### src/rtl/spram_stream_reader.sv
// ---------------------------------------------------------------------------
// spram_stream_reader
//
// Sequential read-back engine for a single-port RAM. A start pulse captures
// base_addr and length. The engine then reads `length` consecutive words,
// wrapping the address modulo 2^ADDR_W, and streams them out over a
// valid/ready interface. A 2-entry output FIFO absorbs the RAM's 1-cycle read
// latency and any downstream back-pressure.
//
// Ports:
//   clock      - system clock, all state changes on posedge
//   reset_n    - synchronous active-low reset
//   start      - begin a burst (only honoured in IDLE)
//   base_addr  - first RAM address of the burst (captured with start)
//   length     - number of words 0..2^ADDR_W (captured with start)
//   ram_addr   - RAM address (holds last issued address when idle/stalled)
//   ram_we     - RAM write enable, tied low
//   ram_rdata  - RAM read data, valid the cycle after ram_addr is sampled
//   value_out  - stream data (head of output FIFO, 0 when empty)
//   out_valid  - value_out holds a word
//   out_ready  - consumer accepts value_out this cycle
//   busy       - burst in progress
//   done       - one-cycle pulse after the last word has been accepted
// ---------------------------------------------------------------------------
module spram_stream_reader #(
    parameter int WIDTH  = 16,
    parameter int ADDR_W = 8
) (
    input  logic              clock,
    input  logic              reset_n,
    input  logic              start,
    input  logic [ADDR_W-1:0] base_addr,
    input  logic [ADDR_W:0]   length,
    output logic [ADDR_W-1:0] ram_addr,
    output logic              ram_we,
    input  logic [WIDTH-1:0]  ram_rdata,
    output logic [WIDTH-1:0]  value_out,
    output logic              out_valid,
    input  logic              out_ready,
    output logic              busy,
    output logic              done
);

    typedef enum logic [1:0] {
        IDLE  = 2'd0,
        READ  = 2'd1,
        DRAIN = 2'd2
    } state_t;

    localparam logic [ADDR_W:0] REM_ONE = (ADDR_W + 1)'(1);

    state_t            state;
    state_t            state_next;

    logic [ADDR_W-1:0] addr;
    logic [ADDR_W-1:0] ram_addr_q;
    logic [ADDR_W:0]   remaining;

    logic [WIDTH-1:0]  buf_mem [2];
    logic              rd_ptr;
    logic              wr_ptr;
    logic [1:0]        buf_count;
    logic              inflight;
    logic              done_q;

    logic              accept_start;
    logic              pop;
    logic              issue;
    logic              last_pop;
    logic [1:0]        occupancy;

    // A burst only starts from IDLE, and a zero-length request is a no-op.
    assign accept_start = (state == IDLE) && start && (length != '0);

    // State register
    always_ff @(posedge clock) begin
        if (!reset_n) begin
            state <= IDLE;
        end else begin
            state <= state_next;
        end
    end

    // Next-state logic
    always_comb begin
        state_next = state;
        case (state)
            IDLE:    if (accept_start) state_next = READ;
            READ:    if (issue && (remaining == REM_ONE)) state_next = DRAIN;
            DRAIN:   if (last_pop) state_next = IDLE;
            default: state_next = IDLE;
        endcase
    end

    // Output / control decode.
    // Occupancy counts buffered words plus the word still coming back from
    // the RAM. A read is issued only if that word is guaranteed a free FIFO
    // slot once this cycle's pop (if any) is taken into account.
    always_comb begin
        out_valid = (buf_count != 2'd0);
        value_out = out_valid ? buf_mem[rd_ptr] : '0;
        pop       = out_valid && out_ready;
        occupancy = buf_count + {1'b0, inflight};
        issue     = (state == READ) && (remaining != '0) &&
                    ((occupancy - {1'b0, pop}) < 2'd2);
        last_pop  = (state == DRAIN) && pop && (buf_count == 2'd1) && !inflight;
        ram_addr  = issue ? addr : ram_addr_q;
        ram_we    = 1'b0;
        busy      = (state != IDLE);
        done      = done_q;
    end

    // Address/length counters, in-flight tracking and FIFO pointers.
    // The in-flight flag marks that ram_rdata will be valid for capture at
    // the next edge. Clearing it on reset makes sure a word that was still
    // coming back from the RAM is never pushed into the FIFO.
    always_ff @(posedge clock) begin
        if (!reset_n) begin
            addr       <= '0;
            remaining  <= '0;
            ram_addr_q <= '0;
            rd_ptr     <= 1'b0;
            wr_ptr     <= 1'b0;
            buf_count  <= 2'd0;
            inflight   <= 1'b0;
            done_q     <= 1'b0;
        end else begin
            done_q   <= last_pop;
            inflight <= issue;
            if (accept_start) begin
                addr      <= base_addr;
                remaining <= length;
            end else if (issue) begin
                addr       <= addr + 1'b1;
                remaining  <= remaining - 1'b1;
                ram_addr_q <= addr;
            end
            if (inflight) begin
                wr_ptr <= ~wr_ptr;
            end
            if (pop) begin
                rd_ptr <= ~rd_ptr;
            end
            buf_count <= buf_count + {1'b0, inflight} - {1'b0, pop};
        end
    end

    // FIFO storage needs no reset: value_out is masked while the FIFO is empty.
    always_ff @(posedge clock) begin
        if (reset_n && inflight) begin
            buf_mem[wr_ptr] <= ram_rdata;
        end
    end

endmodule

### config.mk
export PLATFORM = sky130hd
export DESIGN_NAME = spram_stream_reader
export DESIGN_NICKNAME = d
export VERILOG_FILES = /design/src/rtl/spram_stream_reader.sv
export SDC_FILE = /design/constraint.sdc
export NUM_CORES = 1
export LEC_CHECK = 0
export CAP_MARGIN = 10
export CORE_MARGIN = 2
export CORE_UTILIZATION = 46
export CTS_CLUSTER_SIZE = 25
export DETAILED_ROUTE_END_ITERATION = 12
export PLACE_DENSITY = 0.76
export SETUP_SLACK_MARGIN = 0.5
export SLEW_MARGIN = 20
export SYNTH_ARGS = -nofsm -noshare
export SYNTH_HDL_FRONTEND = slang
export SYNTH_SLANG_ARGS = --single-unit
### constraint.sdc
create_clock -name clock -period 2.4 [get_ports clock]
set_clock_uncertainty 0.2 [all_clocks]
set_input_delay 0.24 -clock clock [delete_from_list [all_inputs] [get_ports clock]]
set_output_delay 0.24 -clock clock [all_outputs]
set_load 0.03 [all_outputs]
==> results.toml <==
[synthesis]
synth-compound-area-share = 0.143
synth_top_family_by_area = "simple AND/OR/NAND/NOR gates"
postSynthAreaPerCell_um2 = 10.4
synth_cell_types = 57
synth-simple-area-share = 0.201
synth.top_cells.by_count = "dfxtp_1 (34), edfxtp_1 (32), nor2_1 (32), nand2_1 (26), nand3_1 (18)"
async_reset_ff_frac = 0
synth-adder-area-share = 0.0202
yosys.area.top_type_share = 0.310
synth_xor_area_frac = 0.0165
synthFlopType = "dfxtp_1"
yosysWarnings = 0
syn_area_um2 = 3100
yosysSeqAreaShare = 0.529
synthMuxAreaShare = 0.0516
synth.most_common_cell = "dfxtp_1"
synth_cells = 299
yosys.area.top_type = "edfxtp_1"
ys_top_cells_by_area = "edfxtp_1 (31%), dfxtp_1 (22%), mux2i_1 (5.2%)"
ys_ff_latch = 66
synth_edf_count = 32
synth_fp_nets = 341

[cts]
root_buffer = "clkbuf_8"
postCtsHoldBufs = 0
insertion_delay_ns = 0.35
cts_buffer_depth = 2
clock-sinks = 66
cts_buffers = 9
cts_max_level = 3
clkTransAtPathRegs_ns = 0.08
cts_tree = "built"

[placement]
dpl.hpwl_um = 5350
place_inst = 447
place.gp.congestion = 0.843
pre_cts_ws_ns = -0.235
port_buffers = 63

[detailed_routing]
wl_um = 8210
drtPass1Iterations = 4
viasPerCell = 5.86
vias = 2807
drc = 0
drt_iter0_markers = 131
ant_nets = 0
routedWlPerCell_um = 17.1

[run_status]
violations = "setup timing"
outcome = "finished with violations"

[sta]
rsz0062_at_grt = "yes"
setup_viol = 8
finalCritPeriodShare = 1.01
slew_headroom = 0.380
fin_crit_ns = 2.42
final_hold_viol_count = 0
finalMaxSlewViolations = 0
worstMarginPinSlew_ns = 0.929
setup_slack_ns = -0.0238
fmax_mhz = 413

[floorplanning]
die_area_um2 = 7420
initial_utilization = 0.483
die_w_um = 86.2
die_y_um = 86.2
rows = 29
io_pins = 65
core_um2 = 6420

[hold_path]
hold_depth = 3
min_from = "length[5]"
hold_end = "remaining[5]"
hold_path.class = "in -> reg"

[critical_path]
cp_slowest_cell = "dfxtp_4"
cpPeakStageDelay_ns = 0.36
crit_chain = "nor2_4, inv_4, nand2_4, xnor2_2, ha_4, xnor2_4, buf_12, o21ai_4, nand2_4, buf_12"
start_kind = "flip-flop"
cp-end-kind = "output pin"
rr_startpoint = "buf_count[1]"
rr_worst_depth = 11
r2r_slack_ns = -0.01
critPathKind = "reg -> out"
worst_ep_required_time_ns = 1.96
cp.arrival_ns = 1.98
r2r_end = "remaining[5]"
cp_max_fo = 7

[finish]
diodes = 0
fillerInstances = 442
utilization = 0.754
finalNonFillerCells = 479
area_growth_pct = 56.1
fin_nets = 439
seq_area_um2 = 1650
layout-drive-gt1-share = 0.388
multiInputGateArea_um2 = 1840

[pwr]
power_frac_clock = 0.250
power.density_nw_per_um2 = 944
p_comb_frac = 0.448
p_sw_mw = 1.72
power_leakage_nw = 1.78
pwr-share-seq = 0.303
switching_share = 0.376
ir_worst_vdd_mv = 0.489
p_int_mw = 2.85
p_total_mw = 4.57

[global_route]
grt_pass1_vias = 2713
track_usage = 0.224
gr-total-overflow = 0
grt_pass1_wl_um = 13000
grt_max_degree = 26
antenna_found_initial = 0

[flow_run]
maxCapViolCount = 0
## state kept, by name, summed over array words and instances (netlist names), named ones only
| name | flops |
|---|---|
| buf_count | 2 |
| done | 1 |
| ram_addr_q | 8 |
| buf_mem | 32 |
| state | 2 |
| rd_ptr | 1 |
| addr | 8 |
| inflight | 1 |
| wr_ptr | 1 |
| remaining | 9 |
## final cells by class
cell class                 count  area share
tap                           77      0.0199
timing repair buffer         105       0.205
clock buffer                   9      0.0256
multi-input combinational    210       0.381
sequential                    66       0.341
inverter                       5     0.00439
clock inverter                 7      0.0240
## power by group through the flow
| stage | sequential, mW | clock (mW) | combinational (mW) |
|---|---|---|---|
| after floorplan | 1.37 | 0 | 1.24 |
| after global placement | 1.38 | 0 | 1.78 |
| after detailed placement | 1.39 | 0 | 1.81 |
| after CTS | 1.37 | 1.15 | 1.96 |
| after global routing | 1.40 | 1.19 | 2.16 |
| final | 1.38 | 1.14 | 2.05 |
## metrics by stage
stage	setup TNS, ns	hold slack (ns)	instance area (um2)
detailed placement	-2.99	0.296	4330
global route	-0.850	0.160	4840
global placement	-2.03	0.283	4330
floorplan	0	0.139	3500
finish	-0.0784	0.133	4840
CTS	-0.130	0.115	4770
## kinds of logic (layout without fill, tap and decap cells)
| logic type | Yosys count | count (layout) |
|---|---|---|
| AND/OR/NAND/NOR | 122 | 122 |
| flip-flops | 66 | 66 |
| AO/OA/AOI/OAI | 61 | 61 |
| buffers and inverters | 23 | 126 |
| multiplexers | 16 | 16 |
| adder cells (fa/ha/maj) | 5 | 5 |
| XOR/XNOR | 5 | 5 |
| other | 1 | 1 |
## repair_timing
item,CTS,global route
gates resized for setup,61,54
setup endpoints to repair,55,53
pin swaps,6,8
setup buffers,12,4
## layer usage
layer / wire length, um / GRT usage / vias up / part of all wire
met2: 4210 / 0.392 / 101 / 0.51
li1: - / - / 1317 / -
met1: 3400 / 0.270 / 1369 / 0.41
met4: 182 / 0.0924 / 0 / 0.022
met5: 0 / 0 / - / 0
met3: 416 / 0.0404 / 20 / 0.051
## worst max-delay path by stage
stage,startpoint,cells past startpoint,to,slack [ns]
after floorplan,buf_count[0],10,ram_addr[5],0.21
after global placement,length[5],6,addr[5],-0.15
after detailed placement,length[5],6,addr[5],-0.24
after CTS,buf_count[1],10,ram_addr[0],-0.02
after global routing,buf_count[1],10,ram_addr[6],-0.1
final,buf_count[1],10,ram_addr[6],-0.02
## worst max-delay path, delay by kind of cell (launching register included)
family / cells / cell delay, ns
simple gates: 3 / 0.27
compound gates: 1 / 0.17
fa+ha+maj: 1 / 0.23
flops: 1 / 0.36
xor+xnor: 2 / 0.26
buf+inv: 3 / 0.35
## cell usage in the layout (no fill, tap or decap), types with 4 or more instances in the layout
master           count
a21oi_1              9
a311oi_2             4
a31oi_1              5
buf_12               7
buf_2                6
buf_4               27
buf_6               15
clkbuf_2            10
clkbuf_8             9
clkdlybuf4s50_1     34
dfxtp_1             30
dlygate4sd2_1        5
edfxtp_1            32
ha_1                 4
inv_1                4
mux2i_1             13
nand2_1             17
nand2_4              9
nand3_1             10
nand3_4              8
nor2_1              27
nor2_2               4
nor3_1               5
o21ai_0              5
o21ai_4              8
or3_1                4
(Power assumes the default switching activity.)
